`src/rtl/arb_pkg.sv`:
```
// Shared arbiter types and one-hot/index helpers.
// Helpers work on a fixed 16-wide vector; callers cast to their own width.
package arb_pkg;

    typedef enum logic [0:0] {StIdle, StGrant} arb_state_e;

    localparam int unsigned MaxReq = 16;
    localparam int unsigned MaxIdw = 4;

    function automatic logic [MaxIdw-1:0] onehot_to_idx(input logic [MaxReq-1:0] onehot);
        logic [MaxIdw-1:0] idx;
        idx = '0;
        for (int i = 0; i < MaxReq; i++) begin
            if (onehot[i]) idx = idx | MaxIdw'(i);
        end
        return idx;
    endfunction

    function automatic logic [MaxReq-1:0] idx_to_onehot(input logic [MaxIdw-1:0] idx);
        logic [MaxReq-1:0] onehot;
        onehot      = '0;
        onehot[idx] = 1'b1;
        return onehot;
    endfunction

endpackage

```
`src/rtl/rr_priority_pick.sv`:
```
// Rotating-priority picker: rotate req by ptr, find first set bit, map back to
// the original requester index.
module rr_priority_pick #(
    parameter int unsigned N   = 4,
    parameter int unsigned IDW = $clog2(N)
) (
    input  logic [N-1:0]   req,
    input  logic [IDW-1:0] ptr,
    output logic [IDW-1:0] winner,
    output logic           any_req
);

    localparam logic [IDW:0] NW = (IDW+1)'(N);

    logic [N-1:0]   rot;
    logic [IDW-1:0] off;
    logic [IDW:0]   pos;
    logic [IDW:0]   sum;
    logic           found;

    always_comb begin
        rot   = '0;
        off   = '0;
        pos   = '0;
        found = 1'b0;
        for (int i = 0; i < N; i++) begin
            pos = {1'b0, ptr} + (IDW+1)'(i);
            if (pos >= NW) pos = pos - NW;
            rot[i] = req[pos[IDW-1:0]];
        end
        for (int i = 0; i < N; i++) begin
            if (!found && rot[i]) begin
                found = 1'b1;
                off   = IDW'(i);
            end
        end
        sum = {1'b0, ptr} + {1'b0, off};
        if (sum >= NW) sum = sum - NW;
        winner  = sum[IDW-1:0];
        any_req = |req;
    end

endmodule

```
`src/rtl/rr_burst_arbiter.sv`:
```
// Round-robin burst arbiter: registered one-hot grant held for up to MAX_BURST
// cycles, one idle turnaround cycle between bursts.
module rr_burst_arbiter #(
    parameter int unsigned N         = 4,
    parameter int unsigned MAX_BURST = 8,
    parameter int unsigned IDW       = $clog2(N)
) (
    input  logic                             clk,
    input  logic                             reset,
    input  logic [N-1:0]                     req,
    input  logic [N-1:0]                     rel,
    output logic [N-1:0]                     gnt,
    output logic [IDW-1:0]                   gnt_id,
    output logic                             gnt_valid,
    output logic [$clog2(MAX_BURST+1)-1:0]   burst_cnt
);
    import arb_pkg::*;

    localparam int unsigned CW = $clog2(MAX_BURST+1);

    arb_state_e     state_q, state_d;
    logic [N-1:0]   gnt_q, gnt_d;
    logic [IDW-1:0] gnt_id_q, gnt_id_d;
    logic [IDW-1:0] ptr_q, ptr_d;
    logic [CW-1:0]  cnt_q, cnt_d;
    logic [IDW-1:0] pick_id;
    logic           any_req;
    logic           burst_end;

    rr_priority_pick #(
        .N   (N),
        .IDW (IDW)
    ) u_pick (
        .req     (req),
        .ptr     (ptr_q),
        .winner  (pick_id),
        .any_req (any_req)
    );

    always_ff @(posedge clk) begin
        if (reset) begin
            state_q  <= StIdle;
            gnt_q    <= '0;
            gnt_id_q <= '0;
            ptr_q    <= '0;
            cnt_q    <= '0;
        end else begin
            state_q  <= state_d;
            gnt_q    <= gnt_d;
            gnt_id_q <= gnt_id_d;
            ptr_q    <= ptr_d;
            cnt_q    <= cnt_d;
        end
    end

    // Release, request drop and expiry collapse into one end event.
    assign burst_end = rel[gnt_id_q] | ~req[gnt_id_q] | (cnt_q == CW'(MAX_BURST-1));

    always_comb begin
        state_d  = state_q;
        gnt_d    = gnt_q;
        gnt_id_d = gnt_id_q;
        ptr_d    = ptr_q;
        cnt_d    = cnt_q;
        case (state_q)
            StIdle: begin
                if (any_req) begin
                    state_d  = StGrant;
                    gnt_d    = N'(idx_to_onehot(MaxIdw'(pick_id)));
                    gnt_id_d = pick_id;
                    cnt_d    = '0;
                end
            end
            StGrant: begin
                if (burst_end) begin
                    state_d  = StIdle;
                    gnt_d    = '0;
                    gnt_id_d = '0;
                    cnt_d    = '0;
                    ptr_d    = (gnt_id_q == IDW'(N-1)) ? '0 : gnt_id_q + 1'b1;
                end else begin
                    cnt_d = cnt_q + 1'b1;
                end
            end
            default: begin
                state_d  = StIdle;
                gnt_d    = '0;
                gnt_id_d = '0;
                cnt_d    = '0;
            end
        endcase
    end

    always_comb begin
        gnt       = gnt_q;
        gnt_id    = gnt_id_q;
        gnt_valid = |gnt_q;
        burst_cnt = cnt_q;
    end

    gnt_onehot_a: assert property (@(posedge clk) disable iff (reset) $onehot0(gnt));
    gnt_id_match_a: assert property (@(posedge clk) disable iff (reset)
        gnt_valid |-> onehot_to_idx(MaxReq'(gnt)) == MaxIdw'(gnt_id));
    gnt_id_idle_a: assert property (@(posedge clk) disable iff (reset)
        !gnt_valid |-> gnt_id == '0);

endmodule

```
`config.mk`:
```
export PLATFORM = sky130hd
export DESIGN_NAME = rr_burst_arbiter
export DESIGN_NICKNAME = d
export VERILOG_FILES = /design/src/rtl/arb_pkg.sv /design/src/rtl/rr_priority_pick.sv /design/src/rtl/rr_burst_arbiter.sv
export SDC_FILE = /design/constraint.sdc
export NUM_CORES = 1
export LEC_CHECK = 0
export BUFFER_PORTS_ARGS = -buffer_cell sky130_fd_sc_hd__buf_2
export CAP_MARGIN = 0
export CELL_PAD_IN_SITES_DETAIL_PLACEMENT = 0
export CELL_PAD_IN_SITES_GLOBAL_PLACEMENT = 1
export CORE_MARGIN = 1
export CORE_UTILIZATION = 34
export DETAILED_ROUTE_END_ITERATION = 10
export PLACE_DENSITY_LB_ADDON = 0.1
export SLEW_MARGIN = 10
export SYNTH_ARGS = -nofsm -noshare
export SYNTH_HDL_FRONTEND = slang
export SYNTH_SLANG_ARGS = --single-unit
```
`constraint.sdc`:
```
create_clock -name clk -period 2.2 [get_ports clk]
set_input_delay 0 -clock clk [delete_from_list [all_inputs] [get_ports clk]]
set_output_delay 0 -clock clk [all_outputs]
set_load 0.05 [all_outputs]
```
==> flow_summary_export.csv, run 1 <==
group,metric,value,unit
outcome,status,"completed",
sta,whs,0.0327,ns
cts,cts.clk_slew.worst_paths,0.08,ns
cts,postCtsSetupBuffers,0,
worst_setup_path,worstSetupPathType,"reg2reg",
global_routing,overflow,0,
sta,maxSlewHeadroom,0.701,
cts,post_cts_resized,0,
final_layout,diodes,0,
global_routing,busiest_layer,"met2",
placement,dpl.hpwl,1570,µm
logic_synthesis,yosysTopAreaCellShare,0.291,
logic_synthesis,synthArstFlopShare,0,
cts,cts_hold_buf,0,
floorplanning,io_pins,21,
logic_synthesis,seq_area_frac_synth,0.291,
floorplanning,fp.dieH,53.3,µm
sta,slew_violations,0,
floorplanning,dieArea,0.00284,mm²
cts,cts_tree,"built",
global_routing,grt_pass1_wl,3270,µm
min_path,min_path_type,"in2reg",
worst_setup_path,worstPathRequired,2.38,ns
worst_setup_path,crit_path_end_kind,"flop",
placement,place_congestion,0.700,
sta,finalSetupViolCount,0,
routing,finalWirelength,2010,µm
logic_synthesis,synth_cell_types,41,
logic_synthesis,syn_nets,125,
floorplanning,row_count,18,
logic_synthesis,syn_area,895,µm²
worst_setup_path,crit_fanout,8,
routing,drc,0,
logic_synthesis,yosys-top-cells-count,"13 x dfxtp_1, 13 x nand2_1, 11 x nor2_1, 9 x nand3_1",
cts,clock_latency,0.27,ns
logic_synthesis,synth_edf_count,0,
cts,cts_sinks,13,
logic_synthesis,syn_inst,112,
global_routing,grtUsageMet3,0.0431,
sta,fin_crit_sh,0.943,
run,maxCapViolations,0,
cts,clockBufferDepth,2,
worst_setup_path,critPathLaunchType,"flop",
sta,finalCriticalPeriod,2.08,ns
routing,vias,884,
sta,finClkSkew,0.00884,ns
routing,ant_nets,0,
final_layout,area_growth,16.6,%
logic_synthesis,yosysTopAreaCell,"dfxtp_1",
global_routing,antenna_found_initial,0,
routing,drtIter0Drc,21,
sta,worst_pin_slew,0.444,ns
global_routing,use_met2,0.263,
logic_synthesis,synth_area_leaders,"dfxtp_1 29%, nand2_1 5.5%, nand3_1 5.0%",
floorplanning,start_util,0.361,
sta,fin_setup_tns,0,ns
final_layout,final_nets,146,
global_routing,grt_max_degree,11,
cts,cts-root-buf,"clkbuf_4",
cts,numCtsBuffers,3,
routing,first_pass_iters,5,
power,irDropWorstVdd,449,µV
placement,io_buffers,20,
global_routing,grt_pass1_vias,764,
worst_setup_path,critPathArrivalTime,2.26,ns
floorplanning,fp.dieW,53.3,µm
logic_synthesis,avgSynthCellArea,7.99,µm²
final_layout,drive_above_1_share,0.273,
floorplanning,core,0.00248,mm²
global_routing,grt_usage,0.161,
sta,hold_violations,0,
sta,fmax,482,MHz
logic_synthesis,ys_warn_count,0,
global_routing,grt_use_met1,0.201,
routing,wl_per_cell,12.4,µm
final_layout,fillers,261,
power,leakagePower,0.000455,µW
power,power_density,662,mW/mm²
logic_synthesis,ys_ff_latch,13,
cts,htree_levels,1,
sta,rsz0062_at_grt,"false",
routing,via_per_inst,5.46,
logic_synthesis,ys.flop_type,"dfxtp_1",
layout make-up:
cell class / instances / area (µm²) / share of cell area
multi-input combinational: 90 / 592 / 0.567
sequential: 13 / 262 / 0.251
timing repair buffer: 22 / 115 / 0.110
tap: 30 / 37.5 / 0.0360
clock buffer: 4 / 26.3 / 0.0252
inverter: 3 / 11.3 / 0.0108
kinds of logic (layout without fill, tap and decap cells):
group | count (synthesis) | count (layout) | share of synthesized area
AND/OR/NAND/NOR | 59 | 59 | 0.347
XOR/XNOR | 2 | 2 | 0.0196
buffers and inverters | 9 | 29 | 0.0531
AO/OA/AOI/OAI | 24 | 24 | 0.211
flip-flops | 13 | 13 | 0.291
adder cells (fa/ha/maj) | 3 | 3 | 0.0420
multiplexers | 2 | 2 | 0.0364
layer usage:
metal | routed length [µm] | share of wire
met1 | 963 | 0.48
met2 | 962 | 0.48
met3 | 69 | 0.034
met4 | 12 | 0.0060
met5 | 0 | 0
critical path, stage by stage (launching register included):
cell	delay, ns
dfxtp_2	0.36
or4_1	0.52
nand3_1	0.10
ha_1	0.16
or4b_2	0.64
o31ai_1	0.21
stage by stage:
| stage | setup WS, ns | instance area [µm²] | util | cells | power (µW) |
|---|---|---|---|---|---|
| floorplan | 0.126 | 895 | - | 112 | 492 |
| detailed placement | 0.0966 | 1010 | 0.408 | 158 | 549 |
| global route | 0.00357 | 1040 | 0.421 | 162 | 742 |
| CTS | 0.0894 | 1040 | 0.419 | 162 | 697 |
| global placement | 0.169 | 1010 | 0.408 | 158 | 548 |
| finish | 0.125 | 1040 | 0.421 | 162 | 691 |
registers in the layout, indices dropped and copies added (netlist names):
name and cells:
gnt_id 2, gnt 4, ptr_q 2, burst_cnt 4, state_q 1
where the power goes:
group | switching [µW] | internal, µW
registers | 24.9 | 258
logic | 173 | 89.1
clock network | 75.2 | 70.2
total | 274 | 417
placed cells by master, fill, tap and decap left out, types with 2 or more instances in the layout:
master	n
buf_2	20
nand2_1	13
dfxtp_1	12
nor2_1	11
nand3_1	9
nand2b_1	5
o21ai_0	5
a21oi_1	5
nor3_1	5
inv_1	3
nor2b_1	3
ha_1	3
clkbuf_4	3
or4_1	2
or3_1	2
o31ai_1	2
buf_4	2
final timing paths:
| check | depth (start not counted) | slack, ns | end | startpoint |
|---|---|---|---|---|
| setup / recovery | 5 | 0.12 | gnt[3]$_SDFFE_PP0P_ | ptr_q[0]$_SDFFE_PP0P_ |
| hold / removal | 2 | 0.03 | ptr_q[0]$_SDFFE_PP0P_ | reset |
| setup reg to reg | 5 | 0.12 | gnt[3]$_SDFFE_PP0P_ | ptr_q[0]$_SDFFE_PP0P_ |
| hold reg to reg | 2 | 0.48 | gnt[2]$_SDFFE_PP0P_ | gnt[2]$_SDFFE_PP0P_ |
Power figures use the tool's default switching activity.
==> run 2, diff against run 1 <==
--- a/config.mk
+++ b/config.mk
@@ -10,7 +10,7 @@
 export CELL_PAD_IN_SITES_DETAIL_PLACEMENT = 0
 export CELL_PAD_IN_SITES_GLOBAL_PLACEMENT = 1
 export CORE_MARGIN = 1
-export CORE_UTILIZATION = 34
+export CORE_UTILIZATION = 38
 export DETAILED_ROUTE_END_ITERATION = 10
 export PLACE_DENSITY_LB_ADDON = 0.1
 export SLEW_MARGIN = 10
==> constraint.sdc (replaced) <==
create_clock -name clk -period 2 [get_ports clk]
set_input_delay 0 -clock clk [delete_from_list [all_inputs] [get_ports clk]]
set_output_delay 0 -clock clk [all_outputs]
set_load 0.05 [all_outputs]
==> run 2 against run 1 <==
Effect of this change:
- non-clock buffer count unchanged
- clock skew decreased by 0.0054 ns
- clock power increased by 9.7%
- final area decreased by 0.36%
- final cell count decreased by 1.2%
- critical path type unchanged
- largest cell class unchanged
==> flow_summary_export.csv, run 2 (same netlist as run 1, synthesis figures left out) <==
group,metric,value,unit
routing,vias,879,
global_routing,overflow,0,
power,irDropWorstVdd,411,µV
worst_setup_path,rr_worst_depth,5,
routing,ant_nets,0,
final_layout,diodes,0,
min_path,min_path_type,"in2reg",
worst_setup_path,r2r_start,"ptr_q[0]$_SDFFE_PP0P_",
run,maxCapViolations,0,
worst_setup_path,crit_slowest_cell,"or4_1",
cts,clock_latency,0.27,ns
cts,cts.clk_slew.worst_paths,0.08,ns
power,leakagePower,0.000453,µW
floorplanning,fp.dieW,50.5,µm
floorplanning,core,0.00221,mm²
routing,first_pass_iters,4,
sta,rsz0062_at_grt,"false",
cts,htree_levels,1,
floorplanning,io_pins,21,
routing,wl_per_cell,12.3,µm
global_routing,grt_pass1_vias,775,
floorplanning,dieArea,0.00255,mm²
placement,io_buffers,20,
final_layout,layout_common_cells,"20 x buf_2, 13 x nand2_1, 12 x dfxtp_1",
worst_setup_path,critPathLaunchType,"flop",
sta,maxSlewHeadroom,0.690,
sta,worst_pin_slew,0.460,ns
worst_setup_path,startpoint,"ptr_q[0]$_SDFFE_PP0P_",
sta,hold_violations,0,
routing,via_per_inst,5.49,
sta,whs,0.0350,ns
sta,finalSetupViolCount,0,
global_routing,grt_usage,0.169,
sta,setup_ws,0.118,ns
worst_setup_path,worstPathRequired,2.19,ns
placement,place_congestion,0.715,
sta,fmax,531,MHz
routing,drc,0,
worst_setup_path,crit_path_end_kind,"flop",
global_routing,grt_max_degree,11,
worst_setup_path,cp_slowest_stage_delay,0.52,ns
final_layout,drive_above_1_share,0.265,
cts,clockBufferDepth,2,
floorplanning,row_count,17,
worst_setup_path,worstSetupPathType,"reg2reg",
final_layout,final_nets,146,
cts,numCtsBuffers,3,
placement,dpl.hpwl,1570,µm
worst_setup_path,critPathArrivalTime,2.07,ns
worst_setup_path,crit_fanout,7,
worst_setup_path,r2r_end,"gnt[1]$_SDFFE_PP0P_",
sta,finClkSkew,0.00345,ns
sta,slew_violations,0,
power,power_density,731,mW/mm²
floorplanning,start_util,0.404,
final_layout,final_common_cell,"buf_2",
global_routing,antenna_found_initial,0,
cts,cts_sinks,13,
outcome,status,"completed",
worst_setup_path,r2r_slack,0.12,ns
floorplanning,fp.dieH,50.5,µm
routing,finalWirelength,1970,µm
routing,drtIter0Drc,5,
cts,cts_tree,"built",
sta,finalCriticalPeriod,1.88,ns
worst_setup_path,crit_end,"gnt[1]$_SDFFE_PP0P_",
sta,fin_crit_sh,0.941,
final_layout,fillers,231,
min_path,hp-start,"reset",
final_layout,area_growth,16.2,%
placement,dp_slack,0.0981,ns
worst_setup_path,crit_chain,"or4_1, nand3_1, ha_1, or4b_4, o31ai_1",
cts,cts-root-buf,"clkbuf_4",
global_routing,grt_pass1_wl,3260,µm
sta,fin_setup_tns,0,ns
cts,postCtsSetupBuffers,0,
run 2: changes by cell type in the layout (fill, tap and decap cells not counted):
cell     delta
or4b_4      +1
or4b_2      -1
o31ai_1     +1
o31ai_2     -1
run 2: timing repair:
action / 4_1_cts / 5_1_grt
setup endpoints to repair: 0 / 1
hold buffers: 0 / 0
resized for setup: 0 / 1
run 2: worst min path at each step:
stage                                     end  cells past startpoint  slack, ns
global placement        ptr_q[1]$_SDFFE_PP0P_                      2       0.31
finish                  ptr_q[0]$_SDFFE_PP0P_                      2       0.03
detailed placement  burst_cnt[1]$_SDFFE_PP0P_                      2       0.32
CTS                     ptr_q[1]$_SDFFE_PP0P_                      2       0.03
global route        burst_cnt[1]$_SDFFE_PP0P_                      2       0.04
floorplan           burst_cnt[0]$_SDFFE_PP0P_                      2       0.31
run 2: metrics by stage:
stage	instance area (µm²)	power, µW	utilization	cells
final	1040	760	0.470	160
after floorplan	898	544	-	112
after global placement	1010	603	0.458	156
after global routing	1040	807	0.470	160
after CTS	1040	773	0.469	160
after detailed placement	1010	607	0.458	156
run 2: worst max-delay path, delay by kind of cell (launching register included):
kind	cells	cell delay, ns
DFF	1	0.35
AOI/OAI and AO/OA	1	0.20
adders and majority gates	1	0.16
and+or+nand+nor	3	1.10
run 2: power breakdown:
group	switching [µW]	internal, µW	total [µW]	leakage [µW]
Combinational	190	98.9	289	0.000332
Clock	82.2	77.2	159	0.0000150
Sequential	27.5	284	311	0.000106
run 2: layer usage:
metal | up-vias | wire length [µm] | global-route usage | part of all wire
met3 | 2 | 35 | 0.0364 | 0.018
met4 | 0 | 10 | 0.0556 | 0.0051
met1 | 414 | 963 | 0.205 | 0.49
li1 | 455 | - | - | -
met2 | 8 | 958 | 0.293 | 0.49
met5 | - | 0 | 0 | 0
run 2: layout make-up:
cell class | instances | area [µm²] | share of cell area
Inverter | 3 | 11.3 | 0.0108
Sequential cell | 13 | 262 | 0.252
Clock buffer | 4 | 26.3 | 0.0253
Multi-Input combinational cell | 90 | 591 | 0.568
Timing Repair Buffer | 22 | 115 | 0.111
Tap cell | 28 | 35.0 | 0.0337
